File: src/rtl/riscv_pkg.sv
// rtl/riscv_pkg.sv - shared RV32M constants and muldiv sequencer state type
package riscv_pkg;

  localparam int XLEN_DEFAULT = 32;

  localparam logic [2:0] F3_MUL    = 3'b000;
  localparam logic [2:0] F3_MULH   = 3'b001;
  localparam logic [2:0] F3_MULHSU = 3'b010;
  localparam logic [2:0] F3_MULHU  = 3'b011;
  localparam logic [2:0] F3_DIV    = 3'b100;
  localparam logic [2:0] F3_DIVU   = 3'b101;
  localparam logic [2:0] F3_REM    = 3'b110;
  localparam logic [2:0] F3_REMU   = 3'b111;

  typedef enum logic [1:0] {
    MD_IDLE = 2'd0,
    MD_CALC = 2'd1,
    MD_DONE = 2'd2
  } muldiv_state_t;

  // Divide/remainder ops all have funct3[2] set.
  function automatic logic isDivOp(input logic [2:0] f3);
    return f3[2];
  endfunction

endpackage

File: src/rtl/execute_muldiv_seq_if.sv
// rtl/execute_muldiv_seq_if.sv - execute-stage to muldiv sequencer handshake bundle
interface execute_muldiv_seq_if #(
  parameter int XLEN = 32
);
  logic            StartE;
  logic [2:0]      Funct3E;
  logic [XLEN-1:0] SrcAE;
  logic [XLEN-1:0] SrcBE;
  logic            FlushE;
  logic            StallMD;
  logic            DoneMD;
  logic [XLEN-1:0] ResultMD;

  modport master (
    output StartE, Funct3E, SrcAE, SrcBE, FlushE,
    input  StallMD, DoneMD, ResultMD
  );

  modport slave (
    input  StartE, Funct3E, SrcAE, SrcBE, FlushE,
    output StallMD, DoneMD, ResultMD
  );
endinterface

File: src/rtl/muldiv_step.sv
// rtl/muldiv_step.sv - one shift-add multiply or restoring-divide iteration
module muldiv_step #(
  parameter int XLEN = 32
) (
  input  logic              isDiv,
  input  logic [2*XLEN-1:0] acc,
  input  logic [XLEN-1:0]   bMag,
  output logic [2*XLEN-1:0] accNext
);

  // Multiply: acc = {partial product high, remaining multiplier bits}; add then shift right.
  // Divide:   acc = {remainder, dividend/quotient}; shift left, trial-subtract divisor.
  logic [XLEN:0]   mulSum;
  logic            divGe;
  logic [XLEN-1:0] divRem;

  // Single combinational iteration for either op class
  always_comb begin
    mulSum  = {1'b0, acc[2*XLEN-1:XLEN]} + {1'b0, (acc[0] ? bMag : '0)};
    divGe   = acc[2*XLEN-1:XLEN-1] >= {1'b0, bMag};
    divRem  = acc[2*XLEN-2:XLEN-1] - bMag;
    accNext = {mulSum, acc[XLEN-1:1]};
    if (isDiv) begin
      if (divGe) accNext = {divRem, acc[XLEN-2:0], 1'b1};
      else       accNext = {acc[2*XLEN-2:0], 1'b0};
    end
  end

endmodule

File: src/rtl/execute_muldiv_seq.sv
// rtl/execute_muldiv_seq.sv - iterative RV32M sequencer; optional MULDIV_EARLY_OUT_EN
module execute_muldiv_seq
  import riscv_pkg::*;
#(
  parameter int XLEN = XLEN_DEFAULT
) (
  input logic                  clk,
  input logic                  rst_n,
  execute_muldiv_seq_if.slave  mdIf
);

  localparam int CNT_W = $clog2(XLEN) + 1;

  muldiv_state_t     state, stateNext;
  logic [CNT_W-1:0]  cnt;
  logic [2:0]        f3Q;
  logic [2*XLEN-1:0] acc, accNext;
  logic [XLEN-1:0]   bMag, aOrig, resultQ;
  logic              sA, sB, bZero;

  logic              accept;
  logic              inSA, inSB;
  logic [XLEN-1:0]   inAMag, inBMag;
  logic [2*XLEN-1:0] prod;
  logic [XLEN-1:0]   quo, rem, finalRes;

  assign accept = (state == MD_IDLE) && mdIf.StartE && !mdIf.FlushE;

  // Operand signedness and magnitudes at acceptance (MULHSU: A signed, B unsigned)
  always_comb begin
    inSA   = ((mdIf.Funct3E == F3_MULH) || (mdIf.Funct3E == F3_MULHSU) ||
              (mdIf.Funct3E == F3_DIV)  || (mdIf.Funct3E == F3_REM)) && mdIf.SrcAE[XLEN-1];
    inSB   = ((mdIf.Funct3E == F3_MULH) || (mdIf.Funct3E == F3_DIV) ||
              (mdIf.Funct3E == F3_REM)) && mdIf.SrcBE[XLEN-1];
    inAMag = inSA ? -mdIf.SrcAE : mdIf.SrcAE;
    inBMag = inSB ? -mdIf.SrcBE : mdIf.SrcBE;
  end

`ifdef MULDIV_EARLY_OUT_EN
  logic            earlyHit;
  logic [XLEN-1:0] earlyRes;

  // Special cases resolvable from the raw operands without iterating
  always_comb begin
    earlyHit = 1'b0;
    earlyRes = '0;
    if (isDivOp(mdIf.Funct3E)) begin
      if (mdIf.SrcBE == '0) begin
        earlyHit = 1'b1;
        earlyRes = mdIf.Funct3E[1] ? mdIf.SrcAE : '1;
      end else if (!mdIf.Funct3E[0] && (mdIf.SrcAE == {1'b1, {(XLEN-1){1'b0}}}) &&
                   (mdIf.SrcBE == '1)) begin
        earlyHit = 1'b1;
        earlyRes = mdIf.Funct3E[1] ? '0 : {1'b1, {(XLEN-1){1'b0}}};
      end
    end else if ((mdIf.SrcAE == '0) || (mdIf.SrcBE == '0)) begin
      earlyHit = 1'b1;
    end
  end
`endif

  muldiv_step #(.XLEN(XLEN)) uStep (
    .isDiv   (isDivOp(f3Q)),
    .acc     (acc),
    .bMag    (bMag),
    .accNext (accNext)
  );

  // Sign fix-up of the last iteration's output; divide-by-zero overrides the quotient/remainder
  always_comb begin
    prod = (sA ^ sB) ? -accNext : accNext;
    quo  = (sA ^ sB) ? -accNext[XLEN-1:0] : accNext[XLEN-1:0];
    rem  = sA ? -accNext[2*XLEN-1:XLEN] : accNext[2*XLEN-1:XLEN];
    if (isDivOp(f3Q)) begin
      if (bZero) finalRes = f3Q[1] ? aOrig : '1;
      else       finalRes = f3Q[1] ? rem : quo;
    end else begin
      finalRes = (f3Q == F3_MUL) ? prod[XLEN-1:0] : prod[2*XLEN-1:XLEN];
    end
  end

  // FSM state register
  always_ff @(posedge clk or negedge rst_n) begin
    if (!rst_n) state <= MD_IDLE;
    else        state <= stateNext;
  end

  // FSM next state and handshake outputs; flush wins over start and over completion
  always_comb begin
    stateNext    = state;
    mdIf.StallMD = 1'b0;
    mdIf.DoneMD  = 1'b0;
    case (state)
      MD_IDLE: begin
        if (accept) begin
`ifdef MULDIV_EARLY_OUT_EN
          stateNext = earlyHit ? MD_DONE : MD_CALC;
`else
          stateNext = MD_CALC;
`endif
        end
      end
      MD_CALC: begin
        if (mdIf.FlushE)             stateNext = MD_IDLE;
        else if (cnt == CNT_W'(1))   stateNext = MD_DONE;
      end
      MD_DONE: stateNext = MD_IDLE;
      default: stateNext = MD_IDLE;
    endcase
    mdIf.StallMD = rst_n && (accept || (state == MD_CALC));
    mdIf.DoneMD  = rst_n && (state == MD_DONE) && !mdIf.FlushE;
  end

  // Datapath: operand capture on acceptance, one iteration per CALC cycle, result load at the end
  always_ff @(posedge clk or negedge rst_n) begin
    if (!rst_n) begin
      cnt     <= '0;
      f3Q     <= '0;
      acc     <= '0;
      bMag    <= '0;
      aOrig   <= '0;
      sA      <= 1'b0;
      sB      <= 1'b0;
      bZero   <= 1'b0;
      resultQ <= '0;
    end else if (accept) begin
      cnt   <= CNT_W'(XLEN);
      f3Q   <= mdIf.Funct3E;
      acc   <= {{XLEN{1'b0}}, inAMag};
      bMag  <= inBMag;
      aOrig <= mdIf.SrcAE;
      sA    <= inSA;
      sB    <= inSB;
      bZero <= (mdIf.SrcBE == '0);
`ifdef MULDIV_EARLY_OUT_EN
      if (earlyHit) resultQ <= earlyRes;
`endif
    end else if ((state == MD_CALC) && !mdIf.FlushE) begin
      acc <= accNext;
      cnt <= cnt - CNT_W'(1);
      if (cnt == CNT_W'(1)) resultQ <= finalRes;
    end
  end

  assign mdIf.ResultMD = resultQ;

endmodule

File: src/flat_wrapper.sv
// flat-port wrapper written by rule: the top's interface ports become plain ports
module execute_muldiv_seq_flat import riscv_pkg::*;
#(
  parameter int XLEN = XLEN_DEFAULT
)
  (clk, rst_n, mdIf_StartE, mdIf_Funct3E, mdIf_SrcAE, mdIf_SrcBE, mdIf_FlushE, mdIf_StallMD, mdIf_DoneMD, mdIf_ResultMD);
  execute_muldiv_seq_if #(.XLEN(XLEN)) mdIf_i ();
  input logic clk;
  input logic rst_n;
  input wire logic [$bits(mdIf_i.StartE)-1:0] mdIf_StartE;
  input wire logic [$bits(mdIf_i.Funct3E)-1:0] mdIf_Funct3E;
  input wire logic [$bits(mdIf_i.SrcAE)-1:0] mdIf_SrcAE;
  input wire logic [$bits(mdIf_i.SrcBE)-1:0] mdIf_SrcBE;
  input wire logic [$bits(mdIf_i.FlushE)-1:0] mdIf_FlushE;
  output wire logic [$bits(mdIf_i.StallMD)-1:0] mdIf_StallMD;
  output wire logic [$bits(mdIf_i.DoneMD)-1:0] mdIf_DoneMD;
  output wire logic [$bits(mdIf_i.ResultMD)-1:0] mdIf_ResultMD;
  assign mdIf_i.StartE = mdIf_StartE;
  assign mdIf_i.Funct3E = mdIf_Funct3E;
  assign mdIf_i.SrcAE = mdIf_SrcAE;
  assign mdIf_i.SrcBE = mdIf_SrcBE;
  assign mdIf_i.FlushE = mdIf_FlushE;
  assign mdIf_StallMD = mdIf_i.StallMD;
  assign mdIf_DoneMD = mdIf_i.DoneMD;
  assign mdIf_ResultMD = mdIf_i.ResultMD;
  execute_muldiv_seq #(.XLEN(XLEN)) u_core (.clk(clk), .rst_n(rst_n), .mdIf(mdIf_i));
endmodule
File: config.mk
export PLATFORM = sky130hd
export DESIGN_NAME = execute_muldiv_seq_flat
export DESIGN_NICKNAME = d
export VERILOG_FILES = /design/src/rtl/riscv_pkg.sv /design/src/rtl/execute_muldiv_seq_if.sv /design/src/rtl/muldiv_step.sv /design/src/rtl/execute_muldiv_seq.sv /design/src/flat_wrapper.sv
export SDC_FILE = /design/constraint.sdc
export NUM_CORES = 1
export LEC_CHECK = 0
export BUFFER_PORTS_ARGS = -buffer_cell sky130_fd_sc_hd__buf_2
export CORE_UTILIZATION = 65
export DETAILED_ROUTE_END_ITERATION = 16
export PLACE_DENSITY = 0.95
export SETUP_SLACK_MARGIN = 0.3
export SKIP_LAST_GASP = 1
export SLEW_MARGIN = 5
export SYNTH_ARGS = -nofsm -noshare
export SYNTH_HDL_FRONTEND = slang
export SYNTH_HIERARCHICAL = 1
export SYNTH_SLANG_ARGS = --single-unit
File: constraint.sdc
create_clock -name clk -period 10 [get_ports clk]
set_input_delay 2 -clock clk [delete_from_list [all_inputs] [get_ports clk]]
set_output_delay 2 -clock clk [all_outputs]
set_load 0.05 [all_outputs]
### Yosys cells after proc, flatten, opt, wreduce, memory -nomap -nowiden

Cells that the tools add are included.

* register bits after elaboration: 174
* input port bits: 71
* output and inout bits: 34
* word-level logic and storage cells: 72

* add/subtract/negate cells: 8
* $lt $le $gt $ge: 1
* equality and inequality tests: 9
* muxes and demuxes: 21
* bitwise gates (word level): 2
* reductions and logical operators: 21

Operators with widths (count)
* $mux W32: 10
* $mux W64: 5
* $neg A32 Y32: 4
* $neg A64 Y64: 1
* $add A32 B32 Y33: 1
* $ge A33 B32 Y1: 1
* $logic_not A32 Y1: 1
* $sub A32 B32 Y32: 1
* $mux W6: 2
* $logic_and A1 B1 Y1: 8
* $eq A3 B3 Y1 const B: 2
* $eq A6 B1 Y1 const B: 1
* $logic_or A1 B1 Y1: 6
* $mux W2: 3
* $sub A6 B1 Y6 const B: 1
* $pmux W2 S2: 1
* $eq A3 B1 Y1 const B: 1
* $eq A3 B2 Y1 const B: 1
* $logic_not A3 Y1: 1
* $ne A3 B2 Y1 const B: 1
* $reduce_and A3 Y1: 1
* $eq A2 B1 Y1 const B: 1
* $eq A2 B2 Y1 const B: 1
* $logic_not A2 Y1: 1
* 6 further kinds: 6

### Depth between registers and ports, before layout

* word-level depth: 8
* gate-level depth with buffers: 22
* depth with buffers taken out: 19

### Modules after synthesis

The synthesis kept the hierarchy.

By module, submodules not included
* execute_muldiv_seq: times used 1, cells each 1477, area an instance 11951.5 µm², seq. area each 4354.2 µm²
* muldiv_step: times used 1, cells each 671, area an instance 4698.3 µm², seq. area each 0.0 µm²

### Worst setup path after synthesis

Ideal clock, no wire load.

* path kind: input to output
* from: input mdIf_FlushE
* to: output mdIf_StallMD
* data arrival time: 3.364 ns
* required time: 8.000 ns
* path slack: 4.636 ns
* cell stages on the path: 4
* buffers on the path: 2
* cells stage by stage: nor4b_1 > clkbuf_1 > clkbuf_1 > o21a_1

* word-level cells in the longest chain between the ends: 4

Ends and longest elaborated chain
* from (decl): RTL line flat_wrapper.sv:14 `input wire logic [$bits(mdIf_i.FlushE)-1:0] mdIf_FlushE;`
* $logic_not A1 Y1: RTL line execute_muldiv_seq.sv:27 `assign accept = (state == MD_IDLE) && mdIf.StartE && !mdIf.FlushE;`
* $logic_and A1 B1 Y1: RTL line execute_muldiv_seq.sv:27
* $logic_or A1 B1 Y1: RTL line execute_muldiv_seq.sv:110 `mdIf.StallMD = rst_n && (accept || (state == MD_CALC));`
* $logic_and A1 B1 Y1: RTL line execute_muldiv_seq.sv:110
* to (decl): RTL line flat_wrapper.sv:15 `output wire logic [$bits(mdIf_i.StallMD)-1:0] mdIf_StallMD;`

No other way between the ends.

### Worst setup path after layout

* from: register u_core.bMag[1]
* to: register u_core.resultQ[22], in the netlist u_core/mdIf.ResultMD[22]

* word-level cells in the longest chain between the ends: 8
* elaborated cells between the ends (all ways): 16
* classes of those cells: add/sub (5); order compare (1); mux (10)

Ends and longest elaborated chain
* from (decl): RTL line execute_muldiv_seq.sv:18 `logic [XLEN-1:0] bMag, aOrig, resultQ;`
* from (signal assigned): RTL line execute_muldiv_seq.sv:130 `bMag <= inBMag;`
* $ge A33 B32 Y1 (*): RTL line muldiv_step.sv:20 `divGe = acc[2*XLEN-1:XLEN-1] >= {1'b0, bMag};`
* $mux W64 (*): RTL line muldiv_step.sv:24 `if (divGe) accNext = {divRem, acc[XLEN-2:0], 1'b1};`
* $mux W64 (*): RTL line muldiv_step.sv:23 `if (isDiv) begin`
* named net u_core.accNext[0]: RTL line execute_muldiv_seq.sv:17 `logic [2*XLEN-1:0] acc, accNext;`
* $neg A32 Y32: RTL line execute_muldiv_seq.sv:72 `quo = (sA ^ sB) ? -accNext[XLEN-1:0] : accNext[XLEN-1:0];`
* $mux W32: RTL line execute_muldiv_seq.sv:72
* $mux W32: RTL line execute_muldiv_seq.sv:76 `else finalRes = f3Q[1] ? rem : quo;`
* $mux W32: RTL line execute_muldiv_seq.sv:75 `if (bZero) finalRes = f3Q[1] ? aOrig : '1;`
* $mux W32 (*): RTL line execute_muldiv_seq.sv:74 `if (isDivOp(f3Q)) begin`
* to (signal assigned): RTL line execute_muldiv_seq.sv:141 `if (cnt == CNT_W'(1)) resultQ <= finalRes;`
* to (decl): RTL line execute_muldiv_seq.sv:18

Mark *: on every way through the listed nets, which the timed path passes. The rest lies on a longest branch.
A chain may end at the register's enable or synchronous reset.

==> flow_summary_export.csv <==
group,metric,value,unit
yosys,synth_fa_ha_area_frac,0.0550,
clock_network,cts_num_sinks,174,
yosys,average_footprint_of_a_synthesized_cell,7.75,µm²
timing,final.setup.tns,0,ps
pwr,power_per_cell_area,352,mW/mm²
routing,remaining_drc_errors,0,
pwr,pwr-share-clk,0.118,
place,final_weighted_congestion_in_routability_driven_placement,1.11,
yosys,synth.net_count,2291,
floorplan,chipHeight,162,µm
final_layout,finish.net_count,2320,
yosys,synth-edff-count,0,
timing,finalWorstPathRequiredPeriod,6310,ps
clock_network,tritoncts_clock_tree,"built",
yosys,combinational_family_with_the_most_area_after_synthesis,"simple AND/OR/NAND/NOR gates",
pwr,power.share.switching,0.547,
grt,vias_in_the_first_global_route,17303,
yosys,yosys.cell_types.count,98,
yosys,synth-async-reset-ratio,1.00,
routing,detail_route.wl_per_cell,24.9,µm
pwr,power.sequential.fraction,0.194,
yosys,syn_area,0.0166,mm²
final_layout,n_fill_cell,1878,
clock_network,post_cts_resized,0,
clock_network,postCtsHoldBufs,0,
routing,route.vias.total,18655,
critical_path,cp_data_required_time,10360,ps
grt,grt_use_total,0.472,
yosys,synth-compound-area-share,0.240,
routing,wl_met2,25100,µm
floorplan,fp.dieArea,0.0263,mm²
critical_path,setup.worst_path.class,"reg -> reg",
final_layout,register_area,0.00436,mm²
yosys,post_synth_and_or_nand_nor_area_fraction,0.257,
timing,fmax,159,MHz
critical_path,end_kind,"flip-flop",
pwr,power.static_leakage,0.00795,µW
routing,drt_iter0_markers,3161,
routing,drt-met1-wl,23100,µm
floorplan,placeableCoreArea,0.0252,mm²
yosys,proportion_of_synthesized_chip_area_in_sequential_cells,0.262,
floorplan,core_rows,58,
timing,rsz_0062_raised_after_global_routing,"false",
yosys,synth_seq_cells,174,
routing,detail_route.vias_per_cell,7.40,
grt,grt_start_max_net_pins,107,
timing,slew_viol_final,0,
pwr,pwr-share-comb,0.688,
yosys,synth_xor_xnor_area_share,0.0900,
grt,grt_remaining_overflow,0,
run,max_capacitance_violation_count,0,
clock_network,worst_skew_pair.late_latency,460,ps
yosys,syn_inst,2148,
routing,topRoutingLayerUsed,"met5",
routing,route.final.wire_length,62700,µm
grt,wire_length_of_the_first_global_routing_pass,95800,µm
pwr,power.switching,3470,µW
critical_path,worst_ep_arrival_time,6670,ps
timing,report.final.setup_viol,0,
status,run_status,"complete, no violations",
routing,met3_wirelength,10500,µm
final_layout,multi_input_area,0.0115,mm²
final_layout,final_layout_size_suffix_gt1_frac,0.125,
clock_network,cts-root-to-sink-buffers,2,
place,io_buffer_count,104,
floorplan,floorplan.initialDensity,0.661,
clock_network,total_clock_buffers_created_by_cts,17,
timing,worst-slew-pin-transition,1400,ps
place,detailed_place_hpwl,44400,µm
timing,fin_crit_sh,0.631,
final_layout,final_core_occ,0.717,
critical_path,cp-start-kind,"flip-flop",
timing,maxSlewHeadroom,0.0408,
clock_network,ctsRootBufferMaster,"clkbuf_16",
critical_path,timing.critical_path.fanout_max,17,
timing,final_hold_violating_endpoints,0,
timing,worst_clock_skew,16.6,ps
final_layout,synthToLayoutAreaGrowth,8.37,%
pwr,ir_drop,168,µV
worst_hold_path,hold_path_class,"reg -> reg",
routing,postRouteAntennaNets,0,
floorplan,io-pin-count,105,
clock_network,cts.repair_timing.setup_buffer_count,0,
clock_network,clk_transition_reported_paths,90,ps
pwr,power_report.internal_total,2880,µW
yosys,synth_mux_area_frac,0.0466,
grt,grt_antenna_before_repair,3,
yosys,ys.flop_type,"dfrtp_1",
yosys,synthesis.yosys.warnings,6,
clock_network,htree_num_levels,4,
routing,drt_pre_antenna_iters,8,
floorplan,dieWidth,162,µm
-- cell usage in the layout (no fill, tap or decap), drive strengths merged, types with 59 or more instances in the layout --
cell | netlist | layout
xor2 | 59 | 59
dfrtp | 174 | 174
nor2 | 177 | 177
inv | 75 | 82
ha | 70 | 70
xnor2 | 112 | 112
o21ai | 139 | 139
nand2 | 304 | 304
buf | 19 | 146
a21oi | 144 | 144
-- path summary, 6_finish.rpt --
check,startpoint,end,slack (ps),cells after the start
worst max-delay path,u_core/bMag[1]$_DFFE_PN0P_,u_core/mdIf.ResultMD[22]$_DFFE_PN0P_,3690,19
worst min-delay path,u_core/aOrig[30]$_DFFE_PN0P_,u_core/aOrig[30]$_DFFE_PN0P_,480,2
worst max register to register,u_core/bMag[1]$_DFFE_PN0P_,u_core/mdIf.ResultMD[22]$_DFFE_PN0P_,3690,19
worst min register to register,u_core/aOrig[30]$_DFFE_PN0P_,u_core/aOrig[30]$_DFFE_PN0P_,480,2
max in group asynchronous,rst_n,u_core/aOrig[17]$_DFFE_PN0P_,6880,3
min in group asynchronous,rst_n,u_core/mdIf.ResultMD[18]$_DFFE_PN0P_,1460,1
-- sequential cells by signal, indices dropped and copies added (netlist names) --
name	count
u_core/acc	64
u_core/aOrig	32
u_core/bMag	32
u_core/mdIf.ResultMD	32
u_core/cnt	6
u_core/f3Q	3
u_core/state	2
u_core/bZero	1
u_core/sA	1
u_core/sB	1
-- power by group through the flow --
stage	clock [µW]	combinational, µW	sequential (µW)
6_report	747	4370	1230
5_1_grt	763	4560	1250
3_3_place_gp	0	3970	1210
4_1_cts	741	4130	1210
3_5_place_dp	0	4080	1220
2_1_floorplan	0	2910	1230
-- area by class of cell --
class / count / area share
antenna: 2 / 0.000277
tap: 330 / 0.0229
timing repair buffer: 146 / 0.0467
sequential: 174 / 0.242
inverter: 77 / 0.0160
clock inverter: 15 / 0.0119
clock buffer: 17 / 0.0236
multi-input combinational: 1761 / 0.637
-- cell families (layout without fill, tap and decap cells) --
logic type | after synthesis | in the layout
AND/OR/NAND/NOR | 842 | 842
flip-flops | 174 | 174
AO/OA/AOI/OAI | 603 | 603
adder cells (fa/ha/maj) | 72 | 72
multiplexers | 73 | 73
XOR/XNOR | 171 | 171
other | 0 | 2
buffers and inverters | 213 | 255
-- per-layer routing --
| metal | track usage | vias up |
|---|---|---|
| li1 | - | 7862 |
| met1 | 0.613 | 8629 |
| met2 | 0.664 | 1745 |
| met3 | 0.193 | 417 |
| met4 | 0.253 | 2 |
| met5 | 0 | - |
-- critical path, cell delays in order, from the launching register on --
cell	delay (ps)
dfrtp_1	410
inv_1	100
ha_1	290
nor2b_1	150
o31a_1	300
o31ai_1	380
o21a_1	300
o21ai_1	180
nand3_1	290
nand2_1	120
nor2_1	350
nor2_1	230
inv_1	160
ha_1	170
nor3b_2	500
nand4_4	420
nor3_1	1190
a31oi_1	240
xnor2_1	210
a211oi_1	250
-- cell usage after synthesis, types with 18 or more instances --
master | instances | area (µm²)
nor2_1 | 176 | 661
nand2_1 | 304 | 1140
a21o_1 | 38 | 285
and3_1 | 31 | 194
and2_1 | 38 | 238
ha_1 | 70 | 876
a31oi_1 | 44 | 275
nand3_1 | 45 | 225
dfrtp_1 | 174 | 4350
nor4_1 | 31 | 194
nor3_1 | 51 | 255
nor2b_1 | 18 | 113
or3_1 | 26 | 163
inv_1 | 74 | 278
mux2_2 | 35 | 394
clkbuf_1 | 116 | 435
mux2i_1 | 37 | 370
a22o_1 | 30 | 263
a21oi_1 | 144 | 721
a211oi_1 | 19 | 143
o21ai_0 | 134 | 671
xnor2_1 | 112 | 981
nand4_1 | 22 | 138
o31ai_1 | 29 | 218
xor2_1 | 59 | 517
-- metrics by stage --
step / hold WS (ps) / instances / worst slack, ps / area (µm²) / total power, µW
5_1_grt: 500 / 2520 / 3580 / 18000 / 6570
2_1_floorplan: 437 / 2148 / 4640 / 16600 / 4140
6_report: 485 / 2522 / 3690 / 18000 / 6350
4_1_cts: 483 / 2520 / 4000 / 18000 / 6080
3_3_place_gp: 453 / 2488 / 4200 / 17400 / 5180
3_5_place_dp: 462 / 2488 / 4140 / 17400 / 5300
Note: power is estimated with default switching activity, not from simulation.
